**config.mk**
```make
export PLATFORM = sky130hd
export DESIGN_NAME = fp_adder_normalizer
export DESIGN_NICKNAME = d
export VERILOG_FILES = /design/src/rtl/fp_adder_pkg.sv /design/src/rtl/fp_adder_lzc.sv /design/src/rtl/fp_adder_normalizer.sv
export SDC_FILE = /design/constraint.sdc
export NUM_CORES = 1
export LEC_CHECK = 0
export BUFFER_PORTS_ARGS = -buffer_cell sky130_fd_sc_hd__buf_2
export CAP_MARGIN = 10
export CELL_PAD_IN_SITES_DETAIL_PLACEMENT = 1
export CELL_PAD_IN_SITES_GLOBAL_PLACEMENT = 2
export CORE_ASPECT_RATIO = 0.6
export CORE_MARGIN = 4
export CORE_UTILIZATION = 33
export DETAILED_ROUTE_END_ITERATION = 8
export PLACE_DENSITY_LB_ADDON = 0.1
export SLEW_MARGIN = 15
export SYNTH_ARGS = -nofsm -noshare
export SYNTH_HDL_FRONTEND = slang
export SYNTH_SLANG_ARGS = --single-unit
```
**constraint.sdc**
```tcl
create_clock -name clk -period 5.6 [get_ports clk]
set_input_delay 1.12 -clock clk [delete_from_list [all_inputs] [get_ports clk]]
set_output_delay 1.12 -clock clk [all_outputs]
set_load 0.05 [all_outputs]
```
**src/rtl/fp_adder_pkg.sv**
```systemverilog
// Shared widths, constants and status-flag type for the FP adder post-normalisation datapath.
package fp_adder_pkg;

    localparam int MANT_W_DEF = 24;
    localparam int EXP_W_DEF  = 8;
    localparam int TAG_W_DEF  = 4;

    localparam logic [EXP_W_DEF-1:0] EXP_ALL_ONES = 8'hFF;

    typedef struct packed {
        logic zero;
        logic underflow;
        logic overflow;
        logic sticky;
    } status_flags_t;

    function automatic status_flags_t flags_none();
        return status_flags_t'(4'b0000);
    endfunction

endpackage

```
**src/rtl/fp_adder_lzc.sv**
```systemverilog
// Combinational leading-zero counter; an all-zero input reports MANT_W.
module fp_adder_lzc #(
    parameter  int MANT_W = 24,
    localparam int LZC_W  = $clog2(MANT_W + 1)
) (
    input  logic [MANT_W-1:0] mant,
    output logic [LZC_W-1:0]  lzc
);

    logic [LZC_W-1:0] lzc_s;

    // Scan upward so the highest set bit is the last to win.
    always_comb begin
        lzc_s = LZC_W'(MANT_W);
        for (int i = 0; i < MANT_W; i++) begin
            if (mant[i]) begin
                lzc_s = LZC_W'(MANT_W - 1 - i);
            end else begin
                lzc_s = lzc_s;
            end
        end
    end

    assign lzc = lzc_s;

endmodule

```
**src/rtl/fp_adder_normalizer.sv**
```systemverilog
// Two-stage post-addition normaliser: LZC in stage 1, shift/exponent/flags in stage 2,
// with a valid/ready handshake that stalls cleanly under back-pressure.
module fp_adder_normalizer
    import fp_adder_pkg::*;
#(
    parameter int MANT_W = MANT_W_DEF,
    parameter int EXP_W  = EXP_W_DEF,
    parameter int TAG_W  = TAG_W_DEF
) (
    input  logic                           clk,
    input  logic                           reset,
    input  logic                           in_valid,
    output logic                           in_ready,
    input  logic [MANT_W:0]                in_mant,
    input  logic [EXP_W-1:0]               in_exp,
    input  logic [TAG_W-1:0]               in_tag,
    output logic                           out_valid,
    input  logic                           out_ready,
    output logic [MANT_W-1:0]              out_mant,
    output logic [EXP_W-1:0]               out_exp,
    output logic [$clog2(MANT_W+1)-1:0]    out_lzc,
    output logic                           out_zero,
    output logic                           out_underflow,
    output logic                           out_overflow,
    output logic                           out_sticky,
    output logic [TAG_W-1:0]               out_tag
);

    localparam int LZC_W = $clog2(MANT_W + 1);
    localparam int XW    = EXP_W + 1;
    localparam logic [EXP_W-1:0] ALL_ONES = {EXP_W{1'b1}};

    logic              s1_valid_r;
    logic [MANT_W:0]   s1_mant_r;
    logic [EXP_W-1:0]  s1_exp_r;
    logic [TAG_W-1:0]  s1_tag_r;
    logic [LZC_W-1:0]  s1_lzc_r;

    logic              out_valid_r;
    logic [MANT_W-1:0] out_mant_r;
    logic [EXP_W-1:0]  out_exp_r;
    logic [LZC_W-1:0]  out_lzc_r;
    status_flags_t     out_flags_r;
    logic [TAG_W-1:0]  out_tag_r;

    logic [LZC_W-1:0]  in_lzc_s;
    logic              s2_ready_s;
    logic              s1_load_s;
    logic              s2_load_s;

    logic [XW-1:0]     exp_x_s;
    logic [XW-1:0]     lzc_x_s;
    logic [XW-1:0]     exp_inc_s;
    logic [XW-1:0]     shift_s;
    logic [MANT_W-1:0] nxt_mant_s;
    logic [EXP_W-1:0]  nxt_exp_s;
    logic [LZC_W-1:0]  nxt_lzc_s;
    status_flags_t     nxt_flags_s;

    // in_ready depends only on pipeline state and out_ready, never on in_valid.
    assign s2_ready_s = !out_valid_r || out_ready;
    assign in_ready   = !s1_valid_r || s2_ready_s;
    assign s1_load_s  = in_valid && in_ready;
    assign s2_load_s  = s1_valid_r && s2_ready_s;

    fp_adder_lzc #(.MANT_W(MANT_W)) u_lzc (
        .mant (in_mant[MANT_W-1:0]),
        .lzc  (in_lzc_s)
    );

    // Stage 1: capture the raw sum, exponent, tag and its leading-zero count.
    always_ff @(posedge clk) begin
        if (reset) begin
            s1_valid_r <= 1'b0;
            s1_mant_r  <= '0;
            s1_exp_r   <= '0;
            s1_tag_r   <= '0;
            s1_lzc_r   <= '0;
        end else if (s1_load_s) begin
            s1_valid_r <= 1'b1;
            s1_mant_r  <= in_mant;
            s1_exp_r   <= in_exp;
            s1_tag_r   <= in_tag;
            s1_lzc_r   <= in_lzc_s;
        end else if (s2_load_s) begin
            s1_valid_r <= 1'b0;
        end else begin
            s1_valid_r <= s1_valid_r;
        end
    end

    // Stage 2 datapath: exponent math at EXP_W+1 bits so nothing wraps.
    always_comb begin
        exp_x_s     = {1'b0, s1_exp_r};
        lzc_x_s     = XW'(s1_lzc_r);
        exp_inc_s   = exp_x_s + XW'(1);
        shift_s     = '0;
        nxt_mant_s  = '0;
        nxt_exp_s   = '0;
        nxt_lzc_s   = s1_lzc_r;
        nxt_flags_s = flags_none();
        if (s1_mant_r[MANT_W]) begin
            nxt_lzc_s          = '0;
            nxt_flags_s.sticky = s1_mant_r[0];
            if (exp_inc_s >= {1'b0, ALL_ONES}) begin
                nxt_flags_s.overflow = 1'b1;
                nxt_exp_s            = ALL_ONES;
            end else begin
                nxt_mant_s = s1_mant_r[MANT_W:1];
                nxt_exp_s  = exp_inc_s[EXP_W-1:0];
            end
        end else if (s1_lzc_r == LZC_W'(MANT_W)) begin
            nxt_flags_s.zero = 1'b1;
            nxt_lzc_s        = LZC_W'(MANT_W);
        end else begin
            // Shift is clamped at the exponent; the excess leaves a denormal.
            if (lzc_x_s > exp_x_s) begin
                nxt_flags_s.underflow = 1'b1;
                shift_s               = exp_x_s;
            end else begin
                shift_s = lzc_x_s;
            end
            nxt_mant_s = s1_mant_r[MANT_W-1:0] << shift_s;
            nxt_exp_s  = EXP_W'(exp_x_s - shift_s);
        end
    end

    // Stage 2: output registers, held while the consumer stalls.
    always_ff @(posedge clk) begin
        if (reset) begin
            out_valid_r <= 1'b0;
            out_mant_r  <= '0;
            out_exp_r   <= '0;
            out_lzc_r   <= '0;
            out_flags_r <= flags_none();
            out_tag_r   <= '0;
        end else if (s2_ready_s) begin
            out_valid_r <= s1_valid_r;
            if (s1_valid_r) begin
                out_mant_r  <= nxt_mant_s;
                out_exp_r   <= nxt_exp_s;
                out_lzc_r   <= nxt_lzc_s;
                out_flags_r <= nxt_flags_s;
                out_tag_r   <= s1_tag_r;
            end
        end
    end

    assign out_valid     = out_valid_r;
    assign out_mant      = out_mant_r;
    assign out_exp       = out_exp_r;
    assign out_lzc       = out_lzc_r;
    assign out_zero      = out_flags_r.zero;
    assign out_underflow = out_flags_r.underflow;
    assign out_overflow  = out_flags_r.overflow;
    assign out_sticky    = out_flags_r.sticky;
    assign out_tag       = out_tag_r;

endmodule
```
==> results.sh <==
export IMPL_utilization_pct=39.74
export IMPL_rsz0062_at_grt="no"
export IMPL_critPathKind="flip-flop to flip-flop"
export IMPL_syn_inst=702
export IMPL_clock_sinks=89
export IMPL_synthTopCellsByArea="dfxtp_1, nand2_1, a21oi_1"
export IMPL_arrival_ns=4.61
export IMPL_vias=5429
export IMPL_synth_area_leader_cell="dfxtp_1"
export IMPL_dr_pass1_iters=5
export IMPL_start_util_pct=34.41
export IMPL_core_um2=15720
export IMPL_die_h_um=107.2
export IMPL_postSynth_asyncResetShare_pct=0
export IMPL_nets=813
export IMPL_crit_start="s1_exp_r[1]"
export IMPL_place_area_um2=5954
export IMPL_root_buffer="clkbuf_16"
export IMPL_hold_ws_ns=0.4531
export IMPL_synth_edf_count=0
export IMPL_cts_repair_resized=0
export IMPL_max_freq_mhz=226.1
export IMPL_grt_pass1_wl_um=32280
export IMPL_synth_top_area_share_pct=32.93
export IMPL_r2r_cells=17
export IMPL_clk_pin_slew_ns=0.07
export IMPL_synth_yosys_seq_area_share_pct=32.93
export IMPL_cp_required_ns=5.79
export IMPL_min_path_type="flip-flop to flip-flop"
export IMPL_skew_ns=0.01167
export IMPL_synth_area_um2=5410
export IMPL_wl_per_cell_um=21.44
export IMPL_total_leakage_power_nw=2.632
export IMPL_synth_cell_types=61
export IMPL_port_buffers=87
export IMPL_tns_ns=0
export IMPL_ctsHoldBuffers=0
export IMPL_post_synth_cell_area_avg_um2=7.707
export IMPL_rrSetupSlack_ns=1.18
export IMPL_ios=88
export IMPL_pre_cts_ws_ns=1.236
export IMPL_syn_num_nets=756
export IMPL_maxCapViolations=0
export IMPL_cts_made_buffers=9
export IMPL_vias_per_cell=5.614
export IMPL_drive_above_1_share_pct=17.80
export IMPL_rows=35
export IMPL_instances_no_fill=967
export IMPL_antenna_found_initial=0
export IMPL_vdd_drop_max_mv=0.1357
export IMPL_power_mw=1.755
export IMPL_cp_end_kind="flip-flop"
export IMPL_overflow=0
export IMPL_finalMaxSlewViolations=0
export IMPL_status="finished clean"
export IMPL_grt_pass1_vias=5434
export IMPL_routed_wl_um=20730
export IMPL_postRouteAntennaNets=0
export IMPL_relSlewSlack_pct=24.49
export IMPL_clk_insertion_delay_late_ns=0.34
export IMPL_start_kind="flip-flop"
export IMPL_drcViolationCount=0
export IMPL_grt_max_degree=50
export IMPL_post_cts_setup_buffer_count=0
export IMPL_period_needed_ns=4.423
export IMPL_r2r_start="s1_exp_r[1]"
export IMPL_path_max_fanout=21
export IMPL_cts_tree="done"
export IMPL_diodes=0
export IMPL_dp_hpwl_um=15960
export IMPL_powerDensity_nw_per_um2=280.9
export IMPL_yosys_most_used_dff="dfxtp_1"
export IMPL_hold_viol_final=0
export IMPL_area_growth_pct=15.47
export IMPL_grt_use_total_pct=22.10
export IMPL_timing_critical_path_to="out_exp[7]"
export IMPL_die_area_um2=18570
export IMPL_ys_ff_latch=89
export IMPL_die_x_um=173.3
export IMPL_clock_tree_buffer_depth=2
export IMPL_finalCritPeriodShare_pct=78.99
export IMPL_drt_iter0_drc=334
export IMPL_synth_warnings=0
export IMPL_htree_levels=3
export IMPL_setup_viol=0
export IMPL_place_congestion=0.9280
export IMPL_dp_cells=951
export IMPL_fin_area_um2=6247
export IMPL_worst_slack_ns=1.177
export IMPL_tightest_slew_ns=1.133
export IMPL_r2r_end="out_exp[7]"
==> power breakdown <==
| group | switching (mW) | total (mW) | internal [mW] |
|---|---|---|---|
| clock network | 0.300 | 0.615 | 0.315 |
| logic | 0.281 | 0.425 | 0.144 |
| registers | 0.0476 | 0.715 | 0.667 |
| total | 0.629 | 1.75 | 1.13 |
==> flip-flops by register name (all words and copies together) (netlist names) <==
signal         count
out_tag            4
s1_mant_r         25
out_valid          1
out_exp            8
s1_exp_r           8
s1_valid_r         1
out_underflow      1
out_mant          24
out_lzc            5
s1_tag_r           4
s1_lzc_r           5
out_zero           1
out_overflow       1
out_sticky         1
==> cells in the final DEF, fill, tap and decap left out, types with 4 or more instances in the layout <==
| master | netlist | final |
|---|---|---|
| a221oi_1 | 5 | 5 |
| clkbuf_16 | 0 | 9 |
| nand2_1 | 126 | 126 |
| inv_1 | 15 | 15 |
| nor2b_1 | 6 | 5 |
| mux2_2 | 9 | 9 |
| mux2i_1 | 42 | 41 |
| dfxtp_1 | 89 | 89 |
| o21bai_1 | 5 | 5 |
| a22oi_1 | 10 | 10 |
| nor3_1 | 14 | 14 |
| nand4_1 | 4 | 4 |
| o31ai_1 | 4 | 4 |
| o211ai_1 | 5 | 5 |
| nand3_1 | 18 | 18 |
| ha_1 | 12 | 12 |
| nand3b_1 | 7 | 7 |
| xnor2_1 | 5 | 5 |
| o21ai_0 | 12 | 12 |
| buf_2 | 8 | 87 |
| a21oi_1 | 90 | 90 |
| and3_1 | 6 | 6 |
| mux4_2 | 4 | 4 |
| o22a_1 | 5 | 5 |
| a211oi_1 | 21 | 21 |
| xor2_1 | 4 | 4 |
| nor2_1 | 77 | 77 |
| buf_4 | 2 | 9 |
==> synthesized netlist by cell type, drive strengths merged, types with 5 or more instances <==
| cell | instances |
|---|---|
| clkbuf | 29 |
| o211ai | 5 |
| o22a | 5 |
| nand2 | 126 |
| mux2 | 11 |
| a21oi | 91 |
| buf | 21 |
| nor2b | 6 |
| a221oi | 5 |
| a211oi | 21 |
| dfxtp | 89 |
| and3 | 6 |
| xnor2 | 5 |
| nand3b | 7 |
| nor3 | 14 |
| o21bai | 5 |
| inv | 18 |
| nand3 | 18 |
| o21ai | 14 |
| a22oi | 10 |
| ha | 12 |
| mux4 | 5 |
| nor2 | 77 |
| mux2i | 42 |
==> worst min path at each step <==
stage / from / to / cells after the start
2_1_floorplan: s1_tag_r[0] / out_tag[0] / 2
3_3_place_gp: out_lzc[3] / out_lzc[3] / 2
3_5_place_dp: out_tag[3] / out_tag[3] / 2
4_1_cts: out_tag[3] / out_tag[3] / 2
5_1_grt: out_lzc[2] / out_lzc[2] / 2
6_report: out_lzc[2] / out_lzc[2] / 2
==> layout make-up <==
cell class	count	area, um^2
repair buffers	96	503.0
clock inverters	7	67.56
flip-flops and latches	89	1782
fillers	1965	9474
clock buffers	9	225.2
inverters	18	67.56
multi-input cells	545	3348
well taps	203	254.0
==> worst max-delay path, stage by stage (launching register included) <==
cell,delay (ns)
dfxtp_1,0.53
inv_1,0.18
ha_1,0.33
nand2b_1,0.06
a211o_1,0.32
a21oi_4,0.33
mux2_4,0.48
inv_2,0.33
ha_1,0.30
nor2b_1,0.13
o21ai_0,0.19
a21boi_0,0.16
o21a_1,0.22
nor4_1,0.25
xnor2_1,0.16
nor2_1,0.06
o22ai_1,0.15
o31ai_1,0.08
==> layer usage <==
layer	track usage, %	routed length, um
met5	0	0
met3	3.876	1234
met4	3.472	136
met2	29.76	7930
met1	36.09	11430
==> cell families (layout without fill, tap and decap cells) <==
group / Yosys count / in the layout / share of synthesized area, %
flops: 89 / 89 / 32.93
simple gates: 273 / 273 / 21.65
xor+xnor: 9 / 9 / 1.457
buf+inv: 68 / 130 / 5.596
fa+ha+maj: 13 / 13 / 3.145
mux: 58 / 58 / 12.35
compound gates: 192 / 192 / 22.87
No activity file was read; power rests on OpenSTA's default activity.
